<file path="src/rtl/accu_result_fifo.sv">
// Show-ahead result FIFO behind the 4-sample accumulator. It captures sums on valid_in
// and serves them over valid/ready. Pushes that arrive while full are dropped and flagged.
module accu_result_fifo #(
    parameter int DATA_W    = 10,
    parameter int DEPTH     = 4,
    parameter int AVG_SHIFT = 2
) (
    input  logic                          clk,
    input  logic                          rst,
    input  logic                          valid_in,
    input  logic [DATA_W-1:0]             data_in,
    input  logic                          ready_out,
    output logic                          valid_out,
    output logic [DATA_W-1:0]             data_out,
    output logic [DATA_W-AVG_SHIFT-1:0]   avg_out,
    output logic [$clog2(DEPTH):0]        level,
    output logic                          overflow,
    input  logic                          clr_ovf
);

    localparam int PTR_W = $clog2(DEPTH);
    localparam int LVL_W = PTR_W + 1;
    localparam int AVG_W = DATA_W - AVG_SHIFT;

    // Floor average: plain truncation of the sum, no rounding term.
    function automatic logic [AVG_W-1:0] avg_of(input logic [DATA_W-1:0] sum);
        return AVG_W'(sum >> AVG_SHIFT);
    endfunction

    logic [DATA_W-1:0] mem [DEPTH];
    logic [PTR_W-1:0]  wr_ptr;
    logic [PTR_W-1:0]  rd_ptr;
    logic [LVL_W-1:0]  level_r;
    logic              overflow_r;

    logic push;
    logic pop;
    logic full;
    logic empty;
    logic accept;
    logic drop;

    assign push   = valid_in;
    assign empty  = (level_r == '0);
    assign full   = (level_r == LVL_W'(DEPTH));
    assign pop    = !empty && ready_out;
    // A full FIFO still accepts when the head leaves in the same cycle.
    assign accept = push && (!full || pop);
    assign drop   = push && full && !pop;

    always_ff @(posedge clk or negedge rst) begin
        if (!rst) begin
            wr_ptr     <= '0;
            rd_ptr     <= '0;
            level_r    <= '0;
            overflow_r <= 1'b0;
        end else begin
            if (accept)
                wr_ptr <= wr_ptr + PTR_W'(1);
            if (pop)
                rd_ptr <= rd_ptr + PTR_W'(1);
            if (accept && !pop)
                level_r <= level_r + LVL_W'(1);
            else if (pop && !accept)
                level_r <= level_r - LVL_W'(1);
            // A drop in the same cycle as clr_ovf keeps the flag set.
            if (drop)
                overflow_r <= 1'b1;
            else if (clr_ovf)
                overflow_r <= 1'b0;
        end
    end

    always_ff @(posedge clk) begin
        if (accept)
            mem[wr_ptr] <= data_in;
    end

    assign valid_out = !empty;
    assign data_out  = empty ? '0 : mem[rd_ptr];
    assign avg_out   = avg_of(data_out);
    assign level     = level_r;
    assign overflow  = overflow_r;

endmodule

</file>
<file path="config.mk">
export PLATFORM = sky130hd
export DESIGN_NAME = accu_result_fifo
export DESIGN_NICKNAME = d
export VERILOG_FILES = /design/src/rtl/accu_result_fifo.sv
export SDC_FILE = /design/constraint.sdc
export NUM_CORES = 1
export LEC_CHECK = 0
export BUFFER_PORTS_ARGS = -buffer_cell sky130_fd_sc_hd__buf_4
export CAP_MARGIN = 30
export CORE_MARGIN = 5
export CORE_UTILIZATION = 33
export DETAILED_ROUTE_END_ITERATION = 16
export GPL_TIMING_DRIVEN = 0
export PLACE_DENSITY = 0.5
export SETUP_SLACK_MARGIN = 0.02
export SYNTH_ARGS = -nofsm -noshare
export SYNTH_HDL_FRONTEND = slang
export SYNTH_SLANG_ARGS = --single-unit
</file>
<file path="constraint.sdc">
create_clock -name clk -period 3.5 [get_ports clk]
set_clock_uncertainty 0.2 [all_clocks]
set_input_delay 0 -clock clk [delete_from_list [all_inputs] [get_ports clk]]
set_output_delay 0 -clock clk [all_outputs]
set_load 0.1 [all_outputs]
</file>
# Word-level counts from Yosys, hierarchy flattened
# Memory sizes are Yosys's and may differ from the RTL's.
# Index checks and enable logic that the tools add are counted.
# totals
register_bits	8
ramBits	40
inputBits	15
out_inout_bits	23
elab_cells	31
mem_count	1
# mem_list
name	words	width	read_ports	rd_clocked_by_memory_dff	write_ports	line_no	text
mem	4	10	1	0	1	30	logic [DATA_W-1:0] mem [DEPTH];
# op_classes
addsub	4
n_eq_ne	1
n_mux	7
reduce_logical	14
# op_table
op	count
$mux W10	1
$logic_and A1 B1 Y1	6
$mux W3	2
$add A2 B1 Y2 const B	2
$logic_not A1 Y1	4
$mux W1	4
$reduce_bool A2 Y1	2
$add A3 B1 Y3 const B	1
$eq A3 B3 Y1 const B	1
$logic_not A3 Y1	1
$sub A3 B1 Y3 const B	1
$logic_or A1 B1 Y1	1

# Depth between registers and ports, before layout
# Gate-level depths: netlist (run 1).
# logic_depth
depth_word	9
ltp_mapped	9
ltp_nobuf	8

# Worst setup path before layout (run 1)
# OpenSTA, ideal clock, no wires.
# synth_timing
path_type	register to output
start	register level_r[0] (netlist: level[0])
end	output data_out[2]
arrival_time_ps	3056
required_ps	3300
setup_slack_ps	244
stages_incl_launch_ff	5
n_path_buf	2
path_cell_list	dfrtp_1 -> or3_1 -> buf_2 -> and2_1 -> buf_4
# synth_via
elab_chain_len	2
# synth_lines
item	line_no	text
start: declaration	33	logic [LVL_W-1:0] level_r;
start signal: assignment	63	level_r <= level_r + LVL_W'(1);
start signal: assignment	65	level_r <= level_r - LVL_W'(1);
$logic_not A3 Y1	44	assign empty = (level_r == '0);
$mux W10	80	assign data_out = empty ? '0 : mem[rd_ptr];
end: declaration	14	output logic [DATA_W-1:0] data_out,
# Every way passes these cells.

# Worst setup path in the final report (run 1)
# layout_timing
start	register level_r[0] (netlist: level[0])
end	register level_r[2] (netlist: level[2])
# layout_via
elab_chain_len	8
elab_cells_between_ends	16
cone_classes	2 x add/sub; 1 x eq/ne; 2 x mux; 11 x reduce/logical
# layout_lines
item
parallel branches: the longest is 8 deep, another holds $sub A3 B1 Y3
# Parallel ways; which one is timed is not known. The select of a mux whose other input is x is not followed.
# A chain may end at the register's enable or synchronous reset.

==> results of run 1 <==
[stage by stage]
stage          instances  hold WS (ns)  util (%)  instance area, um^2  worst slack [ns]
2_1_floorplan        110        -0.496         -                 2050             0.244
3_3_place_gp         222        -0.376      40.4                 2420              1.15
3_5_place_dp         222        -0.372      40.4                 2420              1.13
4_1_cts              246         0.246      44.9                 2690              1.11
5_1_grt              246         0.247      44.9                 2690             0.990
6_report             246         0.251      44.9                 2690              1.13
[kinds of logic (layout without fill, tap and decap cells)]
| logic type | Yosys count | in the layout | share of synthesized area (%) |
|---|---|---|---|
| DFF | 48 | 48 | 68.4 |
| and+or+nand+nor | 21 | 21 | 6.84 |
| buffers and inverters | 16 | 77 | 5.25 |
| muxes | 12 | 12 | 12.6 |
| adders and majority gates | 6 | 6 | 4.03 |
| xor gates and xnor gates | 6 | 6 | 2.57 |
| AOI/OAI and AO/OA | 1 | 1 | 0.244 |
[cells in the final DEF (no fill, tap or decap), types with 2 or more instances in the layout]
| cell type | netlist | layout |
|---|---|---|
| sky130_fd_sc_hd__dfrtp_1 | 8 | 8 |
| sky130_fd_sc_hd__buf_4 | 8 | 45 |
| sky130_fd_sc_hd__buf_6 | 2 | 2 |
| sky130_fd_sc_hd__ha_1 | 5 | 5 |
| sky130_fd_sc_hd__xnor2_1 | 4 | 4 |
| sky130_fd_sc_hd__mux4_1 | 2 | 2 |
| sky130_fd_sc_hd__inv_1 | 4 | 4 |
| sky130_fd_sc_hd__buf_2 | 2 | 2 |
| sky130_fd_sc_hd__xor2_1 | 2 | 2 |
| sky130_fd_sc_hd__dlygate4sd3_1 | 0 | 16 |
| sky130_fd_sc_hd__nand2_1 | 2 | 2 |
| sky130_fd_sc_hd__and2_1 | 14 | 14 |
| sky130_fd_sc_hd__clkbuf_8 | 0 | 5 |
| sky130_fd_sc_hd__edfxtp_1 | 40 | 40 |
| sky130_fd_sc_hd__mux4_2 | 8 | 8 |
[worst reg2reg max path, cell delays in order, from the launching register on]
cell and delay (ns):
sky130_fd_sc_hd__dfrtp_1 0.47, sky130_fd_sc_hd__or3_1 0.47, sky130_fd_sc_hd__nand2_1 0.13, sky130_fd_sc_hd__ha_1 0.19
sky130_fd_sc_hd__inv_1 0.06, sky130_fd_sc_hd__fa_1 0.37, sky130_fd_sc_hd__xor2_1 0.15, sky130_fd_sc_hd__nor2_1 0.11
sky130_fd_sc_hd__xor2_1 0.15
[how the worst min path moves through the flow]
stage	from	end	slack [ns]	cells past startpoint
finish	data_in[4]	mem[0][4]$_DFFE_PP_	0.25	2
global route	data_in[5]	mem[2][5]$_DFFE_PP_	0.25	2
CTS	data_in[4]	mem[0][4]$_DFFE_PP_	0.25	2
detailed placement	rst	wr_ptr[0]$_DFFE_PN0P_	-0.37	1
global placement	rst	wr_ptr[1]$_DFFE_PN0P_	-0.38	1
floorplan	rst	level[0]$_DFFE_PN0P_	-0.50	0
[registers in the layout, indices dropped and copies added (netlist names)]
| signal | count |
|---|---|
| mem | 40 |
| level | 3 |
| rd_ptr | 2 |
| wr_ptr | 2 |
| overflow | 1 |
[repair_timing]
action                     CTS  global route
setup endpoints to repair    0             0
gates resized for setup      0             0
hold buffers                16             0
hold endpoints to repair    52             0
[layout make-up]
type	instances	area (um^2)
Tap cell	75	93.8
Sequential cell	48	1400
Inverter	4	15.0
Clock inverter	2	35.0
Buffer	12	92.6
Multi-Input combinational cell	46	539
Fill cell	552	3300
Timing Repair Buffer	53	438
Clock buffer	6	72.6
[synth_stat cells, drive strengths merged]
cell type / n
xor2: 2
edfxtp: 40
inv: 4
and2: 14
nor2b: 1
dfrtp: 8
or3: 1
o21ai: 1
ha: 5
nand3: 1
buf: 12
mux4: 10
nand2: 2
fa: 1
xnor2: 4
mux2: 2
nor2: 1
nor4b: 1
[layer usage]
| metal | GRT usage, % | routed length, um | vias to the layer above |
|---|---|---|---|
| li1 | - | - | 517 |
| met1 | 10.6 | 1490 | 544 |
| met2 | 18.6 | 1930 | 30 |
| met3 | 3.54 | 223 | 5 |
| met4 | 3.30 | 46 | 0 |
| met5 | 0 | 0 | - |
==> results.sh, run 1 <==
export IMPL_status="finished, final reports clean"
export IMPL_post_synth_top_area_share_pct=58.6
export IMPL_r2r_setup_slack_ns=1.13
export IMPL_worst_rel_slew_slack_pct=58.9
export IMPL_synth_yosys_warnings=0
export IMPL_cp_top_family="simple AND/OR/NAND/NOR gates"
export IMPL_cts_post_setup_buffers_inserted=0
export IMPL_post_drt_wl_per_cell_um=15.0
export IMPL_timing_reg2reg_worst_path_depth=8
export IMPL_netlist_cell_type_count=22
export IMPL_hpwlAfterDp_mm=2.49
export IMPL_timing_fmax_mhz=421
export IMPL_port_buffers=37
export IMPL_setup_repair_after_global_routing_missed_its_margin="false"
export IMPL_final_period_utilization_pct=67.8
export IMPL_post_route_min_period_ns=2.37
export IMPL_max_cap_violations=0
export IMPL_chipWidth_um=88.8
export IMPL_place_gp_congestion=0.760
export IMPL_critical_path_top_cell_by_count="sky130_fd_sc_hd__xor2_1"
export IMPL_gr_usage_all_layers_pct=10.1
export IMPL_routed_via_density=4.46
export IMPL_drt_drc_violations_left=0
export IMPL_cts_made_buffers=5
export IMPL_reg2reg_from="level[0]$_DFFE_PN0P_"
export IMPL_cp_required_ns=3.51
export IMPL_clock_tree_buffer_depth=2
export IMPL_synthesis_instances=110
export IMPL_timing_worst_setup_path_type="flop to flop"
export IMPL_n_antenna_cell=0
export IMPL_via_count_of_the_first_global_routing_pass=1201
export IMPL_timing_setup_tns_ns=0
export IMPL_htree_levels=2
export IMPL_report_final_setup_viol=0
export IMPL_grt_remaining_overflow=0
export IMPL_worst_setup_path_startpoint="level[0]$_DFFE_PN0P_"
export IMPL_max_incr_delay_on_cp_ns=0.47
export IMPL_yosys_top_cells_area="sky130_fd_sc_hd__edfxtp_1 (59%), sky130_fd_sc_hd__dfrtp_1 (9.8%), sky130_fd_sc_hd__mux4_2 (8.8%)"
export IMPL_top_level_ports=38
export IMPL_drtAntennaViolNets=0
export IMPL_rows=28
export IMPL_worst_ep_arrival_time_ns=2.39
export IMPL_drt_total_wl_mm=3.69
export IMPL_grt_max_degree=15
export IMPL_postSynthRegisterBits=48
export IMPL_critPathLaunchType="flop"
export IMPL_endpoint_kind="flop"
export IMPL_clk_insertion_delay_late_ns=0.29
export IMPL_final_nets=191
export IMPL_total_vias_in_the_final_route=1096
export IMPL_clk_pin_slew_worst_paths_ns=0.08
export IMPL_clockRootBuffer="sky130_fd_sc_hd__clkbuf_8"
export IMPL_antenna_found_initial=0
export IMPL_dr_pass1_iters=4
export IMPL_synth_yosys_seq_area_share_pct=68.4
export IMPL_reg2reg_to="level[2]$_DFFE_PN0P_"
export IMPL_synth_cell_area_mm2=0.00205
export IMPL_starting_density_of_the_core_pct=34.2
export IMPL_clock_sinks=48
export IMPL_cpMaxStageDelayCell="sky130_fd_sc_hd__dfrtp_1"
export IMPL_syn_mean_instance_area_um2=18.6
export IMPL_die_area_mm2=0.00788
export IMPL_synthDominantAreaCellType="sky130_fd_sc_hd__edfxtp_1"
export IMPL_fp_coreArea_mm2=0.00599
export IMPL_hold_violations=0
export IMPL_critPathMaxFanout=5
export IMPL_slew_violations=0
export IMPL_die_h_um=88.8
export IMPL_first_pass_grt_wire_length_mm=5.77
export IMPL_initialDrtViolationCount=68
export IMPL_cts_tree="built"
export IMPL_ratio_of_cells_with_drive_above_1_in_the_final_layout_pct=39.2
export IMPL_syn_num_nets=131
export IMPL_critical_path_depth=8
export IMPL_buffer_and_inverter_count_on_the_worst_path=1
export IMPL_critical_path_cell_chain="or3_1 > nand2_1 > ha_1 > inv_1 > fa_1 > xor2_1 > nor2_1 > xor2_1"
export IMPL_max_slew_worst_pin_slew_ns=0.616
export IMPL_area_growth_synth_to_final_pct=31.2
export IMPL_worst_setup_path_endpoint="level[2]$_DFFE_PN0P_"
export IMPL_worst_hold_path_type="primary input to flop"
Power of run 1 is left out: the tool's default activity adds up to more than one toggle a clock period on the data nets, which glitch-free logic cannot reach.
==> run 2: changes to the inputs <==
==> constraint.sdc (replaced) <==
create_clock -name clk -period 2.2 [get_ports clk]
set_clock_uncertainty 0.2 [all_clocks]
set_input_delay 0 -clock clk [delete_from_list [all_inputs] [get_ports clk]]
set_output_delay 0 -clock clk [all_outputs]
set_load 0.1 [all_outputs]
==> results.sh, run 2 (synthesis gave the netlist of run 1 again) <==
export IMPL_hpwlAfterDp_mm=2.57
export IMPL_clockRootBuffer="sky130_fd_sc_hd__clkbuf_8"
export IMPL_dr_pass1_iters=7
export IMPL_fp_coreArea_mm2=0.00599
export IMPL_critical_path_cell_chain="nor4b_4 > nor2b_1 > buf_6 > ha_4 > inv_2 > fa_2 > mux2_4"
export IMPL_timing_fmax_mhz=448
export IMPL_timing_setup_tns_ns=-0.0299
export IMPL_reg2reg_to="level[1]$_DFFE_PN0P_"
export IMPL_leading_cell_type_in_the_layout_fill_and_taps_excluded="sky130_fd_sc_hd__buf_4"
export IMPL_grt_max_degree=15
export IMPL_cts_tree="built"
export IMPL_detailroute_wirelength_met2_mm=2.11
export IMPL_flip_flop_count_of_the_largest_register_after_layout=40
export IMPL_max_slew_worst_pin_slew_ns=0.401
export IMPL_initialDrtViolationCount=31
export IMPL_post_drt_wl_per_cell_um=15.7
export IMPL_wl_met1_mm=1.56
export IMPL_antenna_found_initial=0
export IMPL_r2r_setup_slack_ns=-0.03
export IMPL_dp_cells=222
export IMPL_top_level_ports=38
export IMPL_post_route_min_period_ns=2.23
export IMPL_maxUsedRoutingLayer="met4"
export IMPL_failed_checks="negative setup slack"
export IMPL_timing_reg2reg_worst_path_depth=7
export IMPL_port_buffers=37
export IMPL_routed_via_density=4.46
export IMPL_endpoint_kind="flop"
export IMPL_final_nets=195
export IMPL_n_antenna_cell=0
export IMPL_setup_repair_after_global_routing_missed_its_margin="true"
export IMPL_chipWidth_um=88.8
export IMPL_clock_sinks=48
export IMPL_worst_ep_arrival_time_ns=2.21
export IMPL_hold_end="wr_ptr[0]$_DFFE_PN0P_"
export IMPL_finish_cell_count_without_fillers=250
export IMPL_die_h_um=88.8
export IMPL_total_vias_in_the_final_route=1115
export IMPL_drt_drc_violations_left=0
export IMPL_hold_violations=0
export IMPL_drtAntennaViolNets=0
export IMPL_cts_made_buffers=5
export IMPL_status="finished, violations left"
export IMPL_place_gp_congestion=0.678
export IMPL_worst_hold_startpoint="valid_in"
export IMPL_final_period_utilization_pct=101
export IMPL_starting_density_of_the_core_pct=34.2
export IMPL_preCtsSetupSlack_ns=-0.0653
export IMPL_timing_worst_setup_path_type="flop to flop"
export IMPL_drt_total_wl_mm=3.93
export IMPL_reg2reg_from="level[0]$_DFFE_PN0P_"
export IMPL_final_cell_mix="sky130_fd_sc_hd__buf_4 (51), sky130_fd_sc_hd__edfxtp_1 (40), sky130_fd_sc_hd__dlygate4sd3_1 (15)"
export IMPL_routed_wl_met3_um=208
export IMPL_cpMaxStageDelayCell="sky130_fd_sc_hd__dfrtp_4"
export IMPL_rows=28
export IMPL_area_used_by_multi_input_combinational_logic_um2=597
export IMPL_clk_pin_slew_worst_paths_ns=0.09
export IMPL_final_setup_worst_slack_ns=-0.0299
export IMPL_ratio_of_cells_with_drive_above_1_in_the_final_layout_pct=54.3
export IMPL_worst_hold_path_type="primary input to flop"
export IMPL_htree_levels=2
export IMPL_via_count_of_the_first_global_routing_pass=1219
export IMPL_clk_insertion_delay_late_ns=0.30
export IMPL_area_growth_synth_to_final_pct=36.5
export IMPL_first_pass_grt_wire_length_mm=6.34
export IMPL_grt_remaining_overflow=0
export IMPL_fillerInstances=552
export IMPL_report_final_setup_viol=1
export IMPL_area_sequential_mm2=0.00141
export IMPL_slew_violations=0
export IMPL_cp_required_ns=2.18
export IMPL_gr_usage_all_layers_pct=11.2
export IMPL_regMostFlops="mem"
export IMPL_worst_rel_slew_slack_pct=73.2
export IMPL_critPathMaxFanout=3
export IMPL_die_area_mm2=0.00788
export IMPL_clock_tree_buffer_depth=2
export IMPL_max_cap_violations=0
export IMPL_hold_path_depth=5
export IMPL_max_incr_delay_on_cp_ns=0.51
export IMPL_critPathLaunchType="flop"
[run 2: worst max-delay path by stage]
stage,start,to,slack (ns)
final,level[0]$_DFFE_PN0P_,level[1]$_DFFE_PN0P_,-0.03
after global routing,level[0]$_DFFE_PN0P_,level[1]$_DFFE_PN0P_,-0.12
after CTS,level[0]$_DFFE_PN0P_,level[1]$_DFFE_PN0P_,-0.05
after detailed placement,level[0]$_DFFE_PN0P_,level[1]$_DFFE_PN0P_,-0.07
after global placement,level[0]$_DFFE_PN0P_,level[1]$_DFFE_PN0P_,-0.03
after floorplan,level[0]$_DFFE_PN0P_,level[1]$_DFFE_PN0P_,-0.12
[run 2: metrics by stage]
stage / utilization, % / hold WS, ns / area, um^2
6_report: 46.7 / 0.0806 / 2800
5_1_grt: 46.7 / 0.130 / 2800
4_1_cts: 46.4 / 0.0697 / 2780
3_5_place_dp: 41.4 / -0.372 / 2480
3_3_place_gp: 41.4 / -0.374 / 2480
2_1_floorplan: - / -0.496 / 2110
[run 2: worst max-delay path: cells and delay by family (launching register included)]
family | cells | cell delay, ns
and+or+nand+nor | 2 | 0.39
adders and majority gates | 2 | 0.57
DFF | 1 | 0.51
buffers and inverters | 2 | 0.18
muxes | 1 | 0.28
[run 2: what timing repair did]
item	4_1_cts	5_1_grt
pin swaps	1	3
gates resized for setup	1	7
buffers inserted	5	0
setup endpoints to repair	8	49
endpoints found under the hold margin	52	0
hold buffers	15	0
[run 2: area by class of cell]
cell class	count	share of cell area [%]
clock buffers	6	2.60
flip-flops and latches	48	50.6
clock inverters	2	1.25
inverters	4	0.537
well taps	75	3.36
multi-input cells	46	21.3
plain buffers	12	3.71
repair buffers	57	16.6
[run 2: layer usage]
layer,vias to the layer above,global-route usage (%)
li1,525,-
met1,556,13.1
met2,30,19.6
met5,-,0
met3,4,3.17
met4,0,4.12
Power of run 2 is left out for the same reason.
